--- src/rtl/ser_slot_arbiter.sv ---
`default_nettype none
// ============================================================================
// Module      : ser_slot_arbiter
// Description : Round-robin slot arbiter feeding one word per FROM-cycle slot
//               into a serializer's parallel input, with idle fill and flush.
// Revision    : 1.0 - initial release
// ============================================================================
module ser_slot_arbiter #(
    parameter int              FROM      = 2,
    parameter int              LOGFROM   = 1,
    parameter int              NREQ      = 4,
    parameter int              LOGNREQ   = 2,
    parameter logic [FROM-1:0] IDLE_WORD = '0
) (
    input  logic                   clk,
    input  logic                   reset,
    input  logic                   en_i,
    input  logic [NREQ-1:0]        req_valid_i,
    input  logic [NREQ*FROM-1:0]   req_data_i,
    output logic [NREQ-1:0]        req_ready_o,
    output logic [FROM-1:0]        data_o,
    output logic                   load_o,
    output logic [LOGNREQ-1:0]     grant_o,
    output logic                   idle_o,
    output logic                   busy_o
);

    typedef enum logic [1:0] {
        S_OFF   = 2'd0,
        S_RUN   = 2'd1,
        S_FLUSH = 2'd2
    } state_t;

    state_t               state;
    state_t               state_next;
    logic [LOGFROM-1:0]   cnt;
    logic [LOGNREQ-1:0]   last_grant;
    logic [LOGNREQ-1:0]   pick;
    logic [LOGNREQ-1:0]   cand;
    logic                 found;
    logic                 slot_end;
    logic                 load_cycle;

    assign slot_end   = (cnt == LOGFROM'(FROM - 1));
    assign load_cycle = (state == S_RUN) && slot_end;
    assign busy_o     = (state != S_OFF);

    // Search upward from the requester after the last winner; offset NREQ
    // wraps back to last_grant itself so a lone requester can win again.
    always_comb begin
        found = 1'b0;
        pick  = last_grant;
        cand  = last_grant;
        for (int i = 1; i <= NREQ; i++) begin
            cand = last_grant + LOGNREQ'(i);
            if (!found && req_valid_i[cand]) begin
                found = 1'b1;
                pick  = cand;
            end
        end
    end

    always_comb begin
        req_ready_o = '0;
        if (load_cycle && found && !reset) begin
            req_ready_o = NREQ'(1) << pick;
        end
    end

    always_comb begin
        state_next = state;
        case (state)
            S_OFF:   if (en_i) state_next = S_RUN;
            S_RUN:   if (!en_i) state_next = S_FLUSH;
            S_FLUSH: begin
                if (en_i) begin
                    state_next = S_RUN;
                end else if (slot_end) begin
                    state_next = S_OFF;
                end
            end
            default: state_next = S_OFF;
        endcase
    end

    always_ff @(posedge clk) begin
        if (reset) begin
            state      <= S_OFF;
            cnt        <= '0;
            data_o     <= IDLE_WORD;
            load_o     <= 1'b0;
            idle_o     <= 1'b1;
            grant_o    <= '0;
            last_grant <= LOGNREQ'(NREQ - 1);
        end else begin
            state  <= state_next;
            cnt    <= (state == S_OFF) ? '0 : cnt + LOGFROM'(1);
            load_o <= 1'b0;
            if (state == S_OFF) begin
                data_o <= IDLE_WORD;
                idle_o <= 1'b1;
            end else if (load_cycle) begin
                load_o <= 1'b1;
                if (found) begin
                    data_o     <= req_data_i[int'(pick)*FROM +: FROM];
                    grant_o    <= pick;
                    last_grant <= pick;
                    idle_o     <= 1'b0;
                end else begin
                    data_o <= IDLE_WORD;
                    idle_o <= 1'b1;
                end
            end else if ((state == S_FLUSH) && slot_end && !en_i) begin
                // Flush ends silently: filler is parked without a strobe.
                data_o <= IDLE_WORD;
                idle_o <= 1'b1;
            end
        end
    end

endmodule
`default_nettype wire

--- config.mk ---
export PLATFORM = sky130hd
export DESIGN_NAME = ser_slot_arbiter
export DESIGN_NICKNAME = d
export VERILOG_FILES = /design/src/rtl/ser_slot_arbiter.sv
export SDC_FILE = /design/constraint.sdc
export NUM_CORES = 1
export LEC_CHECK = 0
export CAP_MARGIN = 15
export CORE_MARGIN = 2
export CORE_UTILIZATION = 30
export CTS_BUF_LIST = sky130_fd_sc_hd__clkbuf_2
export DETAILED_ROUTE_END_ITERATION = 12
export SLEW_MARGIN = 20
export SYNTH_ARGS = -nofsm -noshare
export SYNTH_HDL_FRONTEND = slang
export SYNTH_SLANG_ARGS = --single-unit
--- constraint.sdc ---
create_clock -name clk -period 2.35 [get_ports clk]
set_input_delay 0.235 -clock clk [delete_from_list [all_inputs] [get_ports clk]]
set_output_delay 0.235 -clock clk [all_outputs]
set_load 0.005 [all_outputs]
==> metrics.cfg <==
[setup_path]
path_common_cell=clkdlybuf4s50_1
crit_path_start_kind=input port
cp-end-kind=output pin
cp.required_ns=2.12
critPathSlowestCell=clkdlybuf4s50_1
cpLargestDelayFamily=buffers and inverters
path_buf_inv=2
path_class=in2out
arrival_ns=2.07
path_max_fanout=5
crit_chain=clkdlybuf4s50_1, nand2b_1, a21oi_2, nor3_4, nor3b_2, clkdlybuf4s50_1
slowest_delay_ns=0.54

[cts]
tritoncts=done
cts.sinks=11
clk_pin_slew_ns=0.12
postCtsHoldBufs=0
htreeDepth=1
ctsRootBufferMaster=clkbuf_2
clock_latency_ns=0.26
clk_path_buf_depth=2
cts_buffers=3

[floorplanning]
placementRows=16
start_util_pct=32.31
core_sq_um=2002
die-area_sq_um=2544
die_x_um=50.44
io_pins=26
die_h_um=50.44

[logic_synthesis]
synth_warnings=0
synthFlopType=dfxtp_1
yosys_register_bits=11
syn_inst=77
synth_xor_area_share_pct=0
synth.top_cell.area_share_pct=34.04
syn-mean-instance-area_sq_um=8.401
synth_top_cell_by_area=dfxtp_1
synth-edff-count=0
synth_fa_ha_area_share_pct=0
synth_compound_area_share_pct=18.76
synth_simple_gate_area_share_pct=39.85
synth_area_sq_um=646.9
ys_async_sr_fraction_pct=0
synth_seq_area_share_pct=34.04
post-synth-top-count-cell=dfxtp_1
synth.mux.area_fraction_pct=5.029
syn-num-nets=92
yosys-top-cells-area=dfxtp_1 (34%), nor2_1 (5.8%), nand2b_1 (4.8%), nor3_1 (4.6%), a211oi_1 (4.6%)
synth_commonest_cells=dfxtp_1 (11), nor2_1 (10), nor3_1 (6)
synth_cell_types=30
synth_top_family_by_area=simple AND/OR/NAND/NOR gates

[power]
power_density_nw_per_um2=365.4
p_leak_nw=0.4703
p_total_mw=0.3841
ir_drop_mv=0.3307

[sta]
slew_viol_final=0
timing.final.crit_share_pct=97.93
period_needed_ns=2.301
setup_viol_count_final=0
max_freq_mhz=434.5
clock_skew_ns=0.01924
worst_pin_slew_ns=0.3813
hold_viol=0
max_slew_margin_pct=74.43
rsz0062_at_grt=yes

[global_routing]
antenna_found_initial=0
grt_pass1_wl_um=2946
overflow=0
busiest_layer=met2
grt_pass1_vias=653
grtUsageMet2_pct=24.78
grtUsageMet1_pct=19.93
grt_start_max_net_pins=10
use_met3_pct=5.060
grtUsageTotal_pct=15.27

[place]
gp_congestion=0.7165
io_buffers=25
dp.final_hpwl_um=1343
dpl.cell_count=138

[drt]
vias=686
postRouteAntennaNets=0
avgViaCountPerCell=4.831
drtPass1Iterations=2
initialDrtViolationCount=8
remaining_drc_errors=0
wire_per_inst_um=12.20
wirelength_um=1733

[status]
status=finished clean

[cells_and_area]
drive_above_1_share_pct=25.22
fillers=199
diodes=0
finalNetCount=131
fin_cells=142
syn_to_final_growth_pct=62.48

[worst_hold_path]
min_path_type=reg2reg

[job]
drv_cap=0

==> routing by layer <==
| layer | part of all wire (%) | vias up |
|---|---|---|
| met5 | 0 | - |
| met2 | 47 | 13 |
| met3 | 3.5 | 2 |
| met1 | 48 | 316 |
| met4 | 0.81 | 0 |
| li1 | - | 355 |
==> final timing paths <==
path | cells after the start | from | endpoint | slack (ns)
setup reg to reg | 6 | last_grant[1] | data_o[1] | 0.41
hold reg to reg | 2 | grant_o[1] | grant_o[1] | 0.50
hold / removal | 2 | grant_o[1] | grant_o[1] | 0.50
setup / recovery | 6 | req_valid_i[2] | req_ready_o[0] | 0.05
==> worst min-delay path: stages (launching register included) <==
cell and delay, ns:
dfxtp_1 0.33, nor2_1 0.09, nor3_1 0.05
==> logic make-up (layout without fill, tap and decap cells) <==
kind of cell,count (synthesis),in the layout
AO/OA/AOI/OAI,17,17
flip-flops,11,11
AND/OR/NAND/NOR,42,42
multiplexers,3,3
buffers and inverters,4,42
==> cells in the final DEF, fill, tap and decap left out, types with 2 or more instances in the layout <==
cell	count
a211o_1	2
a211oi_1	4
and2_1	2
and3_1	2
buf_4	10
clkbuf_2	3
clkdlybuf4s50_1	21
dfxtp_1	10
dlygate4sd2_1	4
inv_1	3
nand2_1	2
nand2b_1	5
nand4_1	2
nor2_1	10
nor2b_1	3
nor3_1	5
nor3b_2	2
o21ai_0	4
o31ai_1	2
or2_2	2
==> stage by stage <==
| step | util [%] | worst slack [ns] | hold slack (ns) | instance area [sq um] | setup TNS, ns |
|---|---|---|---|---|---|
| 4_1_cts | 51.19 | 0.007606 | 0.5046 | 1025 | 0 |
| 2_1_floorplan | - | 0.6022 | 0.3118 | 646.9 | 0 |
| 3_3_place_gp | 50.06 | -0.1237 | 0.4786 | 1002 | -0.3658 |
| 3_5_place_dp | 50.06 | -0.1643 | 0.4773 | 1002 | -0.4841 |
| 6_report | 52.50 | 0.04857 | 0.5011 | 1051 | 0 |
| 5_1_grt | 52.50 | -0.01922 | 0.5355 | 1051 | -0.02289 |
==> sequential cells by signal (all words and copies together), names as in the netlist <==
register and flops:
data_o 2, grant_o 2, last_grant 2, state 2, cnt 1, idle_o 1
load_o 1
==> power by group <==
group | total [mW] | internal, mW | switching, mW
sequential | 0.196 | 0.191 | 0.00540
clock | 0.103 | 0.0385 | 0.0640
combinational | 0.0851 | 0.0505 | 0.0346
==> layout make-up <==
class	instances	area [sq um]	area share, %
flip-flops and latches	11	221.5	21.07
well taps	27	33.78	3.214
repair buffers	35	320.3	30.48
clock buffers	3	15.01	1.429
multi-input cells	62	444.2	42.26
clock inverters	1	5.005	0.4762
inverters	3	11.26	1.071
==> what timing repair did <==
| action | CTS | global route |
|---|---|---|
| endpoints found under the setup margin | 4 | 3 |
| resized for setup | 6 | 5 |
| setup buffers | 0 | 0 |
(Power assumes the default switching activity.)
